### config.mk
export PLATFORM = sky130hd
export DESIGN_NAME = audio_stream_engine
export DESIGN_NICKNAME = d
export VERILOG_FILES = /design/src/rtl/audio_stream_engine.sv
export SDC_FILE = /design/constraint.sdc
export NUM_CORES = 1
export LEC_CHECK = 0
export CORE_ASPECT_RATIO = 0.9
export CORE_MARGIN = 1
export CORE_UTILIZATION = 60
export DETAILED_ROUTE_END_ITERATION = 16
export DONT_BUFFER_PORTS = 1
export PLACE_DENSITY = 0.76
export SLEW_MARGIN = 20
export SYNTH_ARGS = -nofsm -noshare
export SYNTH_HDL_FRONTEND = slang
export SYNTH_SLANG_ARGS = --single-unit
### constraint.sdc
create_clock -name CLOCK_50 -period 4.05 [get_ports CLOCK_50]
set_input_delay 0.405 -clock CLOCK_50 [delete_from_list [all_inputs] [get_ports CLOCK_50]]
set_output_delay 0.405 -clock CLOCK_50 [all_outputs]
set_load 0.05 [all_outputs]
### src/rtl/audio_stream_engine.sv
// Audio datapath between a codec read/write handshake and a synchronous sample RAM.
// Supports live passthrough, looped RAM playback and record-with-monitor, with output attenuation.
module audio_stream_engine #(
  parameter int unsigned DATA_W   = 24,
  parameter int unsigned ADDR_W   = 16,
  parameter int unsigned LOOP_LEN = 48000,
  parameter int unsigned ATTEN_W  = 3
) (
  input  logic               CLOCK_50,
  input  logic               reset_n,
  input  logic [1:0]         mode,
  input  logic [ATTEN_W-1:0] atten,
  input  logic               read_ready,
  input  logic               write_ready,
  input  logic [DATA_W-1:0]  readdata_left,
  input  logic [DATA_W-1:0]  readdata_right,
  output logic               read,
  output logic               write,
  output logic [DATA_W-1:0]  writedata_left,
  output logic [DATA_W-1:0]  writedata_right,
  output logic [ADDR_W-1:0]  mem_addr,
  output logic [DATA_W-1:0]  mem_wdata,
  output logic               mem_wren,
  input  logic [DATA_W-1:0]  mem_q,
  output logic               loop_done
);

  localparam logic [1:0]        MODE_PASS = 2'b00;
  localparam logic [1:0]        MODE_PLAY = 2'b01;
  localparam logic [1:0]        MODE_REC  = 2'b10;
  localparam logic [ADDR_W-1:0] LAST_ADDR = ADDR_W'(LOOP_LEN - 1);

  typedef enum logic [2:0] {
    S_IDLE  = 3'd0,
    S_FETCH = 3'd1,
    S_WAIT  = 3'd2,
    S_XFER  = 3'd3,
    S_GAP   = 3'd4
  } state_t;

  state_t              state_q, state_d;
  logic [1:0]          mode_q, mode_d;
  logic [DATA_W-1:0]   sample_q, sample_d;
  logic                held_q, held_d;
  logic                read_q, read_d;
  logic                write_q, write_d;
  logic [DATA_W-1:0]   wl_q, wl_d;
  logic [DATA_W-1:0]   wr_q, wr_d;
  logic [ADDR_W-1:0]   addr_q, addr_d;
  logic [DATA_W-1:0]   wdata_q, wdata_d;
  logic                wren_q, wren_d;
  logic                loop_done_q, loop_done_d;

  logic [1:0]          mode_eff_c;
  logic                mode_chg_c;
  logic [ADDR_W-1:0]   next_addr_c;
  logic [DATA_W-1:0]   play_sample_c;

  function automatic logic [DATA_W-1:0] atten_f(input logic [DATA_W-1:0] x,
                                                input logic [ATTEN_W-1:0] sh);
    logic signed [DATA_W-1:0] s;
    s = $signed(x);
    return DATA_W'(s >>> sh);
  endfunction

  // Mode 11 is an alias of passthrough, so it never counts as a mode change against 00.
  always_comb begin
    mode_eff_c    = (mode == 2'b11) ? MODE_PASS : mode;
    mode_chg_c    = (mode_eff_c != mode_q);
    next_addr_c   = (addr_q == LAST_ADDR) ? '0 : addr_q + ADDR_W'(1);
    play_sample_c = held_q ? sample_q : mem_q;
  end

  always_comb begin
    state_d     = state_q;
    mode_d      = mode_eff_c;
    sample_d    = sample_q;
    held_d      = held_q;
    read_d      = 1'b0;
    write_d     = 1'b0;
    wl_d        = wl_q;
    wr_d        = wr_q;
    addr_d      = addr_q;
    wdata_d     = wdata_q;
    wren_d      = 1'b0;
    loop_done_d = 1'b0;

    if (mode_chg_c) begin
      state_d = S_IDLE;
      addr_d  = '0;
      held_d  = 1'b0;
    end else begin
      unique case (state_q)
        S_IDLE: begin
          if (mode_eff_c == MODE_PLAY) begin
            state_d = S_FETCH;
          end else if (read_ready && write_ready) begin
            state_d = S_XFER;
            read_d  = 1'b1;
            write_d = 1'b1;
            wl_d    = atten_f(readdata_left, atten);
            wr_d    = atten_f(readdata_right, atten);
            if (mode_eff_c == MODE_REC) begin
              wren_d      = 1'b1;
              wdata_d     = readdata_left;
              loop_done_d = (addr_q == LAST_ADDR);
            end
          end
        end
        S_FETCH: begin
          state_d = S_WAIT;
          held_d  = 1'b0;
        end
        // RAM data is captured on the first WAIT cycle so a stalled DAC cannot lose it.
        S_WAIT: begin
          if (write_ready) begin
            state_d     = S_XFER;
            write_d     = 1'b1;
            wl_d        = atten_f(play_sample_c, atten);
            wr_d        = atten_f(play_sample_c, atten);
            loop_done_d = (addr_q == LAST_ADDR);
          end else if (!held_q) begin
            sample_d = mem_q;
            held_d   = 1'b1;
          end
        end
        S_XFER: begin
          state_d = S_GAP;
          if (mode_eff_c != MODE_PASS) begin
            addr_d = next_addr_c;
          end
        end
        S_GAP: begin
          state_d = (mode_eff_c == MODE_PLAY) ? S_FETCH : S_IDLE;
        end
        default: begin
          state_d = S_IDLE;
        end
      endcase
    end
  end

  always_ff @(posedge CLOCK_50) begin
    if (!reset_n) begin
      state_q     <= S_IDLE;
      mode_q      <= MODE_PASS;
      sample_q    <= '0;
      held_q      <= 1'b0;
      read_q      <= 1'b0;
      write_q     <= 1'b0;
      wl_q        <= '0;
      wr_q        <= '0;
      addr_q      <= '0;
      wdata_q     <= '0;
      wren_q      <= 1'b0;
      loop_done_q <= 1'b0;
    end else begin
      state_q     <= state_d;
      mode_q      <= mode_d;
      sample_q    <= sample_d;
      held_q      <= held_d;
      read_q      <= read_d;
      write_q     <= write_d;
      wl_q        <= wl_d;
      wr_q        <= wr_d;
      addr_q      <= addr_d;
      wdata_q     <= wdata_d;
      wren_q      <= wren_d;
      loop_done_q <= loop_done_d;
    end
  end

  assign read            = read_q;
  assign write           = write_q;
  assign writedata_left  = wl_q;
  assign writedata_right = wr_q;
  assign mem_addr        = addr_q;
  assign mem_wdata       = wdata_q;
  assign mem_wren        = wren_q;
  assign loop_done       = loop_done_q;

endmodule

==> flow_metrics.tcl <==
set metrics [dict create \
    drc 0 \
    grt_first_pass_wirelength_um 35520 \
    grt_max_degree 95 \
    slew_violations 0 \
    cts_buffer_depth 2 \
    ios 173 \
    cp.arrival_ps 2920 \
    synthXorXnorAreaFrac_pct 1.977 \
    yosysWarnings 0 \
    seq_area_frac_synth_pct 32.43 \
    htree_levels 4 \
    hold_viol 0 \
    insertion_delay_ps 430 \
    ctsHoldBuffers 0 \
    setup_viol 0 \
    synth-simple-area-share_pct 16.06 \
    slowest_stage "or3b_1" \
    worstHoldEndpoint "mode_q[1]" \
    crit_path_end_kind "flop" \
    root_buffer "clkbuf_16" \
    rsz0062_at_grt "no" \
    post-route-period-util_pct 62.86 \
    synth.top_cell.area_share_pct 32.43 \
    ys_types 58 \
    hold_path.class "in -> reg" \
    wl_met2_um 10030 \
    synth_fa_ha_area_share_pct 0.6645 \
    drtIter0Drc 838 \
    synth.area.mux_share_pct 23.29 \
    core_um2 12120 \
    slew_headroom_pct 36.71 \
    r2r_end "writedata_right[15]" \
    synth_compound_area_share_pct 20.56 \
    start_kind "flop" \
    grt_usage_pct 36.36 \
    dieArea_um2 13010 \
    worst_pin_slew_ps 947.4 \
    min_from "reset_n" \
    vias 6754 \
    ir_worst_vdd_mv 0.3165 \
    crit_chain "or3b_1 > nor2_1 > nand2_1 > a21boi_1 > a211o_1" \
    die_y_um 108.3 \
    cts_setup_buffers 0 \
    die_w_um 120.1 \
    synth_nets 934 \
    leakage_nw 2.813 \
    power_mw 3.447 \
    synth.most_common_cell "dfxtp_1" \
    routed_wl_um 23680 \
    p_per_area_nw_per_um2 426.5 \
    synthCells 849 \
    ys_dominant_reg_cell "dfxtp_1" \
    cp.required_ps 4420 \
    final_layout_size_suffix_gt1_share_pct 13.29 \
    syn_avg_cell_area_um2 8.872 \
    gp_congestion 1.010 \
    netlist_top_cells_area "dfxtp_1 32%, mux2i_1 9.8%, mux4_2 7.8%" \
    cts_tree "built" \
    ff2ff_setup_slack_ps 1500 \
    cts.clk_slew.worst_paths_ps 50 \
    grt_pass1_vias 6282 \
    rr_worst_depth 5 \
    start_util_pct 62.13 \
    ant_nets 0 \
    nNetsFinal 893 \
    finClkSkew_ps 7.298 \
    first_pass_iters 6 \
    dr.max_layer_used "met5" \
    wl_met1_um 9338 \
    yosysTopAreaCell "dfxtp_1" \
    antenna_cells 0 \
    antenna_found_initial 0 \
    io_buffers 0 \
    cap_violations 0 \
    wire_per_inst_um 24.17 \
    syn_area_um2 7532 \
    route.met3.wl_um 3663 \
    num_rows 38 \
    crit_type "reg -> reg" \
    cts_buffers 17 \
    synth_top_family_by_area "multiplexers" \
    clock_sinks 122 \
    ys_async_sr_fraction_pct 0 \
    synth_common_cells "122 x dfxtp_1, 100 x nand2_1, 74 x mux2i_1" \
    status "completed" \
    clock.fmax_mhz 392.8 \
    max_stage_delay_ps 690 \
    period_needed_ps 2546 \
    synth-edff-count 0 \
    ys_seq_elements 122 \
    vias_per_cell 6.892 \
    grt-ovfl-total 0 \
    min_path_cells 1 \
    hpwlAfterDp_um 17540 \
    ctsResizeCount 0 \
    r2r_start "state_q[1]" \
    syn_to_final_growth_pct 7.309 \
    critical_path.max_fanout 17 \
    final.setup.tns_ps 0 \
]
## metrics by stage
stage	util [%]	instances	worst slack, ps	cell area, µm²	hold slack, ps
floorplan	-	849	1978	7532	476.8
detailed placement	61.47	949	1438	7452	503.7
finish	66.67	980	1504	8083	106.8
global placement	61.47	949	1532	7452	496.1
global route	66.67	980	1336	8083	112.3
CTS	66.66	980	1419	8082	99.97
## state kept, by name (all words and copies together), names as in the netlist
name and count:
held_q 1, writedata_left 24, writedata_right 24, read 1, mode_q 2, mem_wren 1, mem_addr 16, sample_q 24
state_q 3, loop_done 1, mem_wdata 24, write 1
## critical path: cells and delay by family, from the launching register on
family             cells  cell delay (ps)
AOI/OAI and AO/OA      2              540
DFF                    1              530
and+or+nand+nor        3             1410
## worst max path at each step
stage,depth (start not counted),endpoint,slack (ps),startpoint
finish,5,writedata_right[15],1500,state_q[1]
detailed placement,5,writedata_right[15],1440,held_q
global route,5,mem_addr[1],1340,mem_addr[6]
CTS,5,writedata_right[15],1420,held_q
floorplan,9,writedata_right[0],1980,mode[0]
global placement,5,writedata_right[15],1530,held_q
## area by class of cell
type | count | area [µm²]
clock buffer | 24 | 491.7
sequential | 122 | 2444
fill | 981 | 4041
multi-input combinational | 650 | 4712
clock inverter | 7 | 137.6
tap | 160 | 200.2
timing repair buffer | 9 | 67.56
inverter | 8 | 30.03
## report_power, final
part,total (mW),leakage (nW),switching (mW),internal [mW]
Combinational,0.417,1.52,0.239,0.178
Clock,1.63,0.306,0.544,1.09
Sequential,1.40,0.989,0.157,1.24
## cell usage in the layout, fill, tap and decap left out, drive strengths merged, types with 5 or more instances in the layout
| cell | instances |
|---|---|
| a211oi | 12 |
| a21boi | 30 |
| a21oi | 50 |
| a221oi | 27 |
| a22oi | 8 |
| a31oi | 8 |
| and3 | 6 |
| buf | 9 |
| clkbuf | 24 |
| dfxtp | 122 |
| inv | 7 |
| mux2 | 38 |
| mux2i | 74 |
| mux4 | 26 |
| nand2 | 100 |
| nand3 | 10 |
| nor2 | 61 |
| nor2b | 36 |
| nor3 | 10 |
| nor4 | 5 |
| o21ai | 54 |
| o221ai | 6 |
| o22ai | 19 |
| xnor2 | 13 |
## cells by family (layout without fill, tap and decap cells)
| group | count (synthesis) | after routing |
|---|---|---|
| AND/OR/NAND/NOR | 255 | 255 |
| AO/OA/AOI/OAI | 236 | 236 |
| multiplexers | 138 | 138 |
| flip-flops | 122 | 122 |
| buffers and inverters | 77 | 48 |
| XOR/XNOR | 17 | 17 |
| adder cells (fa/ha/maj) | 4 | 4 |
## metal layers
metal	GRT usage, %	up-vias
li1	-	3066
met1	46.11	3180
met2	53.28	454
met3	17.35	52
met4	12.59	2
met5	5.078	-
No activity file was read; power rests on OpenSTA's default activity.
